`src/rtl/program_loader.sv`:
```
// Boot loader: length-prefixed big-endian byte stream -> 16-bit instruction-memory writes; holds the CPU until loaded.
// Optional trailing checksum enabled by defining LOADER_CHECKSUM_EN.
module program_loader #(
  parameter logic [15:0] BASE_ADDR = 16'h0000,
  parameter int          MAX_WORDS = 256
) (
  input  logic        clk,
  input  logic        pc_reset,
  input  logic        in_valid,
  input  logic [7:0]  in_data,
  output logic        in_ready,
  input  logic        reload,
  output logic        imem_we,
  output logic [15:0] imem_addr,
  output logic [15:0] imem_wdata,
  output logic        cpu_hold,
  output logic        done,
  output logic        error,
  output logic [15:0] words_loaded
);

  typedef enum logic [3:0] {
    LEN_HI, LEN_LO, DATA_HI, DATA_LO, FLUSH,
`ifdef LOADER_CHECKSUM_EN
    CSUM_HI, CSUM_LO,
`endif
    RUN, ERROR
  } state_t;

`ifdef LOADER_CHECKSUM_EN
  localparam state_t AFTER_DATA = CSUM_HI;
  logic [15:0] sum;
`else
  localparam state_t AFTER_DATA = RUN;
`endif

  state_t      state, state_next;
  logic [7:0]  hi_byte;
  logic [15:0] word_count;
  logic [15:0] rx_word;
  logic        accept;
  logic        last_word;

  assign accept    = in_valid & in_ready;
  assign rx_word   = {hi_byte, in_data};
  assign last_word = (words_loaded + 16'd1 == word_count);

  // NOTE: every output of a combinational block gets a default first, so no path can infer a latch.
  always_comb begin
    in_ready = 1'b0;
    case (state)
      LEN_HI, LEN_LO, DATA_HI, DATA_LO: in_ready = 1'b1;
`ifdef LOADER_CHECKSUM_EN
      CSUM_HI, CSUM_LO:                 in_ready = 1'b1;
`endif
      default:                          in_ready = 1'b0;
    endcase
  end

  always_comb begin
    state_next = state;
    case (state)
      LEN_HI:  if (accept) state_next = LEN_LO;
      LEN_LO:
        if (accept) begin
          if (32'(rx_word) > 32'(MAX_WORDS)) state_next = ERROR;
          else if (rx_word == 16'd0)        state_next = AFTER_DATA;
          else                              state_next = DATA_HI;
        end
      DATA_HI: if (accept) state_next = DATA_LO;
      DATA_LO: if (accept) state_next = last_word ? FLUSH : DATA_HI;
      // One idle cycle so the CPU is released only after the final write has landed.
      FLUSH:   state_next = AFTER_DATA;
`ifdef LOADER_CHECKSUM_EN
      CSUM_HI: if (accept) state_next = CSUM_LO;
      CSUM_LO: if (accept) state_next = (rx_word == sum) ? RUN : ERROR;
`endif
      RUN, ERROR: if (reload) state_next = LEN_HI;
      default: state_next = LEN_HI;
    endcase
  end

  // NOTE: sequential state uses non-blocking assignments so every register samples pre-edge values.
  always_ff @(posedge clk or posedge pc_reset) begin
    if (pc_reset) begin
      state        <= LEN_HI;
      hi_byte      <= 8'd0;
      word_count   <= 16'd0;
      words_loaded <= 16'd0;
      imem_we      <= 1'b0;
      imem_addr    <= BASE_ADDR;
      imem_wdata   <= 16'd0;
      cpu_hold     <= 1'b1;
      done         <= 1'b0;
      error        <= 1'b0;
`ifdef LOADER_CHECKSUM_EN
      sum          <= 16'd0;
`endif
    end else begin
      state    <= state_next;
      imem_we  <= 1'b0;
      cpu_hold <= (state_next != RUN);
      done     <= (state_next == RUN);
      error    <= (state_next == ERROR);
      case (state)
        LEN_HI:  if (accept) hi_byte <= in_data;
        LEN_LO:  if (accept) word_count <= rx_word;
        DATA_HI: if (accept) hi_byte <= in_data;
        DATA_LO:
          if (accept) begin
            imem_we      <= 1'b1;
            imem_addr    <= BASE_ADDR + words_loaded;
            imem_wdata   <= rx_word;
            words_loaded <= words_loaded + 16'd1;
`ifdef LOADER_CHECKSUM_EN
            sum          <= sum + rx_word;
`endif
          end
`ifdef LOADER_CHECKSUM_EN
        CSUM_HI: if (accept) hi_byte <= in_data;
`endif
        RUN, ERROR:
          if (reload) begin
            words_loaded <= 16'd0;
            word_count   <= 16'd0;
`ifdef LOADER_CHECKSUM_EN
            sum          <= 16'd0;
`endif
          end
        default: ;
      endcase
    end
  end

endmodule

```
`config.mk`:
```
export PLATFORM = sky130hd
export DESIGN_NAME = program_loader
export DESIGN_NICKNAME = d
export VERILOG_FILES = /design/src/rtl/program_loader.sv
export SDC_FILE = /design/constraint.sdc
export NUM_CORES = 1
export LEC_CHECK = 0
export CAP_MARGIN = 40
export CORE_MARGIN = 1
export CORE_UTILIZATION = 30
export CTS_BUF_LIST = sky130_fd_sc_hd__clkbuf_4 sky130_fd_sc_hd__clkbuf_8
export DETAILED_ROUTE_END_ITERATION = 8
export HOLD_SLACK_MARGIN = 0.05
export PLACE_DENSITY = 0.59
export SKIP_LAST_GASP = 1
export SLEW_MARGIN = 20
export SYNTH_ARGS = -nofsm -noshare
export SYNTH_HDL_FRONTEND = slang
export SYNTH_SLANG_ARGS = --single-unit
```
`constraint.sdc`:
```
create_clock -name clk -period 2.9 [get_ports clk]
set_input_delay 0.29 -clock clk [delete_from_list [all_inputs] [get_ports clk]]
set_output_delay 0.29 -clock clk [all_outputs]
set_load 0.05 [all_outputs]
```
# Word-level counts from Yosys, hierarchy flattened
# Index checks and enable logic that the tools add are counted.
[word_totals]
reg_bits = 80
input_bits = 12
[classes]
addsub = 1
n_lt_le_gt_ge = 1
n_eq_ne = 13
muxes = 17
n_bitwise = 1
n_reduce_logical = 11
[op_table]
columns = ["op", "count"]
rows = [
  ["16-bit one-hot mux with 2 select lines", 2],
  ["16-bit 2-to-1 mux", 3],
  ["4-bit one-hot mux with 6 select lines", 1],
  ["4-bit by 3-bit equality test with 1-bit output, second input constant", 5],
  ["4-bit 2-to-1 mux", 5],
  ["16-bit by 1-bit adder with 16-bit output, second input constant", 1],
  ["16-bit equality test", 1],
  ["16-bit by 9-bit greater-than comparator with 1-bit output, second input constant", 1],
  ["16-bit zero test", 1],
  ["3-bit 2-to-1 mux", 3],
  ["4-bit by 2-bit equality test with 1-bit output, second input constant", 2],
  ["2-bit inequality test, second input constant", 3],
  ["3-bit AND reduction", 2],
  ["4-bit by 1-bit equality test with 1-bit output, second input constant", 1],
  ["4-bit zero test", 1],
  ["4-bit by 3-bit inequality test with 1-bit output, second input constant", 1],
  ["2-bit AND reduction", 2],
  ["2-bit nonzero test", 2],
  ["2-bit OR reduction", 2],
  ["4-bit OR reduction", 1],
  ["1-bit 2-to-1 mux", 3],
  ["1-bit AND", 1],
]

# Longest topological paths before layout
# Gate-level depths: netlist (run 1).
[logic_depth]
word_depth = 7
depth_mapped = 9
ltp_nobuf = 7

# Least setup slack after synthesis (run 1)
# No wires, ideal clock.
[synth_timing]
path_kind = "register -> register"
startpoint = "register words_loaded[0]"
endpoint = "register cpu_hold"
setup_time_ns = 0.077
arrival_time_ns = 2.646
required_ns = 2.823
slack_ns = 0.177
path_stages_with_launch = 8
period_less_slack_ns = 2.723
cell_sequence = "dfrtp_1 -> ha_1 -> nand3_4 -> nor4_1 -> xnor2_1 -> nand2_1 -> or4b_4 -> a21bo_1"
[synth_via]
elab_chain_cells = 6
[synth_rtl]
columns = ["element", "line_no", "text"]
rows = [
  ["start: declaration", "19", "output logic [15:0] words_loaded"],
  ["start signal: assignment", "114", "words_loaded <= words_loaded + 16'd1;"],
  ["16-bit by 1-bit adder with 16-bit output", "46", "assign last_word = (words_loaded + 16'd1 == word_count);"],
  ["16-bit equality test", "46", ""],
  ["3-bit 2-to-1 mux", "71", "DATA_LO: if (accept) state_next = last_word ? FLUSH : DATA_HI;"],
  ["4-bit 2-to-1 mux", "71", ""],
  ["4-bit one-hot mux with 6 select lines", "62", "case (state)"],
  ["4-bit by 3-bit inequality test with 1-bit output", "102", "cpu_hold <= (state_next != RUN);"],
  ["end signal: assignment", "102", ""],
  ["end: declaration", "16", "output logic cpu_hold,"],
]
# Every way passes these cells.
# A chain may end at the register's enable or synchronous reset.

# Worst setup path in the final report (run 1)
[layout_timing]
startpoint = "register words_loaded[4]"
endpoint = "register cpu_hold"
# The elaborated chain is that of the path after synthesis.

==> results.ini, run 1 <==
[run_status]
outcome=finished clean

[finish]
syn_to_final_growth_pct=25.69
antenna_cells=0
drive_above_1_share_pct=10.12
finalNetCount=512

[clock_network]
clkLatencyLatePin_ns=0.35
numCtsBuffers=9
cts_setup_buffers=0
cts_tree=yes
hold_buffers=0
root_buffer=clkbuf_8
cts_resized=0
path_clk_slew_ns=0.09
h-tree-depth=3
clock_path_buffers=2
cts_sinks=80

[routing]
dr.first_iter.drc_count=219
routed_wl_mm=10.57
vias=3344
viasPerCell=4.947
drc_errors=0
drtAntennaViolNets=0
wl_per_cell_um=15.63
dr.pass1.iters=5

[floorplan]
die_y_um=117.3
num_rows=41
ios=65
die_w_um=117.3
dieArea_mm2=0.01376
core_area_mm2=0.01277
start_util_pct=31.23

[worst_setup_path]
worstSetupPathType=register to register
critical_path.endpoint=cpu_hold
r2r-start=words_loaded[4]
cp-start-kind=register
crit_path_max_fanout=14
r2r-end=cpu_hold
r2r_slack_ns=0.28
setup.worst_path.end_class=register
crit_required_ns=3.19
ff2ff_path_depth=6
startpoint=words_loaded[4]
worstPathArrival_ns=2.91

[synth]
syn-num-nets=453
synth_common_cells=nand2_1, dfrtp_1, o21ai_0, nand3_1, nor2_1
synth_flop_cell=dfrtp_1
asyncSetResetFlopFracSynth_pct=100.0
yosysSeqAreaShare_pct=50.22
synth_edf_count=0
netlist_instances=440
ys_seq_elements=80
synth_top_area_share_pct=49.56
ys_warn_count=0
synth_area_mm2=0.003989
synthDistinctLibCells=61
syn-mean-instance-area_um2=9.066
yosys-top-cells-area=dfrtp_1, nand2_1, o21ai_0
synth_top_area_cell=dfrtp_1
synth_most_common_cell=nand2_1

[timing]
fin_skew_ns=0.009507
hold_violations=0
slew_viol_final=0
tightest_slew_ns=0.7201
slew-limit-headroom_pct=51.82
setup_viol=0
fmax_mhz=381.5
rsz0062_at_grt=false
fin_crit_ns=2.621
layout_worst_path_cycle_share_pct=90.40
setup-tns-final_ns=0

[grt]
track_usage_pct=16.35
grt_remaining_overflow=0
antenna_found_initial=0
grt_pass1_wl_mm=17.85
grt_pass1_vias=3376
grt_max_degree=38

[pwr]
p_total_uw=3382
power.leakage_uw=0.002226
vdd_drop_max_v=0.0002601
power_density_mw_per_mm2=674.6

[min_path]
holdCritPathClass=input pin to asynchronous set/reset pin

[job]
max-cap-violations=0

[placed_design]
dpl.hpwl_mm=7.344
place.gp.congestion=0.8365
portBuffers=64

layout make-up:
type	count	area, um^2
fill	1285	7760
sequential	80	2003
multi-input combinational	311	1748
timing repair buffer	76	743.2
tap	172	215.2
clock buffer	10	131.4
clock inverter	6	92.59
inverter	21	80.08
where the power goes:
group	leakage [uW]	internal (uW)	switching (uW)
Combinational	0.00106	377	529
Sequential	0.00106	1320	206
Clock	0.000107	500	454
Total	0.00223	2190	1190
layout by cell type (no fill, tap or decap), types with 2 or more instances in the layout:
| cell | instances |
|---|---|
| dfrtp_1 | 79 |
| nand2_1 | 110 |
| o2111ai_1 | 2 |
| clkinvlp_4 | 2 |
| a31oi_1 | 4 |
| or2b_2 | 2 |
| clkbuf_8 | 9 |
| xnor2_1 | 14 |
| nor2_1 | 23 |
| nand2b_1 | 5 |
| clkdlybuf4s50_1 | 64 |
| nand3_1 | 23 |
| a21oi_1 | 7 |
| inv_1 | 20 |
| a22o_1 | 2 |
| o21ai_0 | 41 |
| nor4_1 | 6 |
| o41ai_1 | 2 |
| nand4_1 | 7 |
| nor3_1 | 6 |
| o31ai_1 | 3 |
| and4_1 | 3 |
| buf_4 | 11 |
| bufinv_16 | 2 |
| mux2_2 | 8 |
| xor2_1 | 6 |
| and3_1 | 2 |
| and3_2 | 3 |
flip-flops by register name, indices dropped and copies added (netlist names):
signal and count:
imem_addr 16, imem_wdata 16, word_count 16, words_loaded 16, hi_byte 8, state 4, cpu_hold 1, done 1
error 1, imem_we 1
per-layer routing:
layer / wire [um] / track usage [%] / vias up
li1: - / - / 1611
met3: 588 / 4.086 / 14
met5: 0 / 0 / -
met2: 4587 / 24.96 / 118
met4: 225 / 4.951 / 0
met1: 5163 / 22.66 / 1601
cell families (layout without fill, tap and decap cells):
kind of cell | after synthesis | count (layout) | share of synthesized area (%)
and+or+nand+nor | 200 | 200 | 23.28
DFF | 80 | 80 | 50.22
AOI/OAI and AO/OA | 79 | 79 | 12.92
buffers and inverters | 49 | 113 | 6.022
xor gates and xnor gates | 20 | 20 | 4.392
muxes | 9 | 9 | 2.510
adders and majority gates | 2 | 2 | 0.5646
other | 1 | 1 | 0.09401
per-stage QoR:
step / instance area [um^2] / util (%) / setup slack (ns) / hold slack [ns] / std cells
5_1_grt: 5014 / 39.25 / 0.01762 / 0.3766 / 676
2_1_floorplan: 3989 / - / 0.1767 / 0.3954 / 440
3_3_place_gp: 4790 / 37.50 / 0.4120 / 0.4586 / 660
6_report: 5014 / 39.25 / 0.2785 / 0.3238 / 676
4_1_cts: 5014 / 39.25 / 0.3029 / 0.3442 / 676
3_5_place_dp: 4790 / 37.50 / 0.3215 / 0.4619 / 660
worst min-delay path by stage:
stage	startpoint	depth (start not counted)	endpoint
finish	pc_reset	2	word_count[6]
global route	pc_reset	2	words_loaded[2]
CTS	pc_reset	2	words_loaded[2]
detailed placement	imem_wdata[11]	2	imem_wdata[11]
global placement	imem_addr[7]	2	imem_addr[7]
floorplan	in_data[0]	2	imem_wdata[0]
critical path, cell delays in order (launching register included):
cell and delay (ns):
dfrtp_1 0.60, nand3_1 0.25, nor4_1 0.66, xnor2_1 0.22, nand2_1 0.07, or4b_4 0.53, a21bo_1 0.21
No activity file was read; power rests on OpenSTA's default activity.
==> run 2, diff against run 1 <==
--- a/config.mk
+++ b/config.mk
@@ -13,7 +13,6 @@
 export HOLD_SLACK_MARGIN = 0.05
 export PLACE_DENSITY = 0.59
 export SKIP_LAST_GASP = 1
-export SLEW_MARGIN = 20
 export SYNTH_ARGS = -nofsm -noshare
 export SYNTH_HDL_FRONTEND = slang
 export SYNTH_SLANG_ARGS = --single-unit
==> results of run 2 <==
The final DEF is identical to that of run 1; final timing and power are the same.
==> run 3, diff against run 2 <==
==> constraint.sdc (replaced) <==
create_clock -name clk -period 2.9 [get_ports clk]
set_input_delay 0.58 -clock clk [delete_from_list [all_inputs] [get_ports clk]]
set_output_delay 0.58 -clock clk [all_outputs]
set_load 0.05 [all_outputs]
==> results.ini, run 3 (synthesis gave the netlist of run 1 again) <==
[run_status]
outcome=finished clean

[grt]
antenna_found_initial=0  ; unchanged
grt_max_degree=36  ; -5.3%
grt_pass1_wl_mm=17.54  ; -1.7%
track_usage_pct=16.20  ; -0.15 points
grt_remaining_overflow=0  ; unchanged
grt_pass1_vias=3327  ; -1.5%

[routing]
dr.first_iter.drc_count=214  ; -2.3%
viasPerCell=5.025  ; +1.6%
vias=3402  ; +1.7%
drtAntennaViolNets=0  ; unchanged
dr.pass1.iters=4  ; -1
drc_errors=0  ; unchanged
routed_wl_mm=10.42  ; -1.4%
wl_per_cell_um=15.39  ; -1.5%

[finish]
finalInstanceArea_mm2=0.005017  ; about the same
drive_above_1_share_pct=10.30  ; +0.18 points
layout_commonest_cell=nand2_1
final_cell_mix=nand2_1, dfrtp_1, clkdlybuf4s50_1
antenna_cells=0  ; unchanged
syn_to_final_growth_pct=25.78  ; about the same
instances_no_fill=677  ; +0.15%
finalNetCount=513  ; +0.20%

[floorplan]
start_util_pct=31.23  ; unchanged
die_w_um=117.3  ; unchanged
dieArea_mm2=0.01376  ; unchanged
die_y_um=117.3  ; unchanged
num_rows=41  ; unchanged
core_area_mm2=0.01277  ; unchanged
ios=65  ; unchanged

[worst_setup_path]
r2r-start=words_loaded[1]
worstPathArrival_ns=2.03  ; -0.88 ns
ff2ff_path_depth=7  ; +1
crit_path_max_fanout=9  ; -5
r2r_slack_ns=0.30  ; +0.02 ns
cp-start-kind=register
r2r-end=cpu_hold
worstSetupPathType=register to output port
crit_required_ns=2.32  ; -0.87 ns
setup.worst_path.end_class=output port

[placed_design]
place.gp.congestion=0.8895  ; +6.3%
dpl_cell_area_mm2=0.004797  ; +0.16%
portBuffers=64  ; unchanged
place_ws_ns=0.3553  ; +0.03377 ns
dpl.hpwl_mm=7.436  ; +1.3%
placed_cells=661  ; +0.15%

[pwr]
p_total_uw=3358  ; -0.72%
vdd_drop_max_v=0.0003612  ; +39%
power.leakage_uw=0.002235  ; +0.42%
power_density_mw_per_mm2=669.2  ; -0.79%

[timing]
layout_worst_path_cycle_share_pct=89.92  ; -0.48 points
slew-limit-headroom_pct=60.84  ; +9.0 points
tightest_slew_ns=0.5800  ; -0.1401 ns
setup-tns-final_ns=0  ; unchanged
fin_crit_ns=2.608  ; -0.01378 ns
fmax_mhz=383.5  ; +0.53%
hold_violations=0  ; unchanged
fin_ws_ns=0.2923  ; +0.01378 ns
fin_skew_ns=0.009380  ; -0.0001263 ns
setup_viol=0  ; unchanged
slew_viol_final=0  ; unchanged
rsz0062_at_grt=false

[clock_network]
numCtsBuffers=9  ; unchanged
clkLatencyLatePin_ns=0.36  ; about the same
root_buffer=clkbuf_8
hold_buffers=0  ; unchanged
clock_path_buffers=2  ; unchanged
cts_resized=0  ; unchanged
h-tree-depth=3  ; unchanged
cts_tree=yes
cts_sinks=80  ; unchanged
path_clk_slew_ns=0.08  ; about the same
cts_setup_buffers=0  ; unchanged

[min_path]
worstHoldStart=imem_addr[5]
holdCritPathClass=register to register
hold_depth=2
min_to=imem_addr[5]

[job]
max-cap-violations=0  ; unchanged

run 3: cell count changes in the layout (fill, tap and decap cells not counted):
cell	delta
clkbuf_4	-1
buf_4	+1
clkinv_2	+2
inv_6	-1
clkinvlp_4	-2
clkinv_4	+2
run 3: where the power goes:
part	total [uW]	switching, uW	internal (uW)
logic	911	531	379
clock network	913	427	486
registers	1530	218	1320
total	3360	1180	2180
run 3: critical path, cell delays in order, from the launching register on:
cell	delay (ns)
dfrtp_1	0.47
nor2_1	0.33
clkdlybuf4s50_1	0.88
run 3: final cells by class:
cell class	instances	area, um^2
inverter	21	80.08
clock inverter	7	96.34
fill	1282	7756
multi-input combinational	311	1748
timing repair buffer	77	750.7
sequential	80	2003
tap	172	215.2
clock buffer	9	123.9
run 3: layer usage:
metal  track usage (%)  routed length, um  up-vias
li1                  -                  -     1614
met1             21.34               4875     1663
met2             25.18               4801      110
met3             4.280                548       15
met4             6.494                195        0
met5                 0                  0        -
run 3: stage by stage:
step | hold slack, ns | utilization (%)
6_report | 0.4757 | 39.28
5_1_grt | 0.5098 | 39.28
4_1_cts | 0.4839 | 39.28
3_5_place_dp | 0.4615 | 37.56
3_3_place_gp | 0.4578 | 37.56
2_1_floorplan | 0.4790 | -
run 3: how the worst max path moves through the flow:
stage	start	end	slack, ns	cells after the start
after floorplan	words_loaded[0]	cpu_hold	0.18	7
after global placement	words_loaded[2]	cpu_hold	0.38	7
after detailed placement	words_loaded[1]	cpu_hold	0.36	7
after CTS	state[2]	in_ready	0.27	2
after global routing	words_loaded[1]	cpu_hold	0.11	7
final	state[2]	in_ready	0.29	2
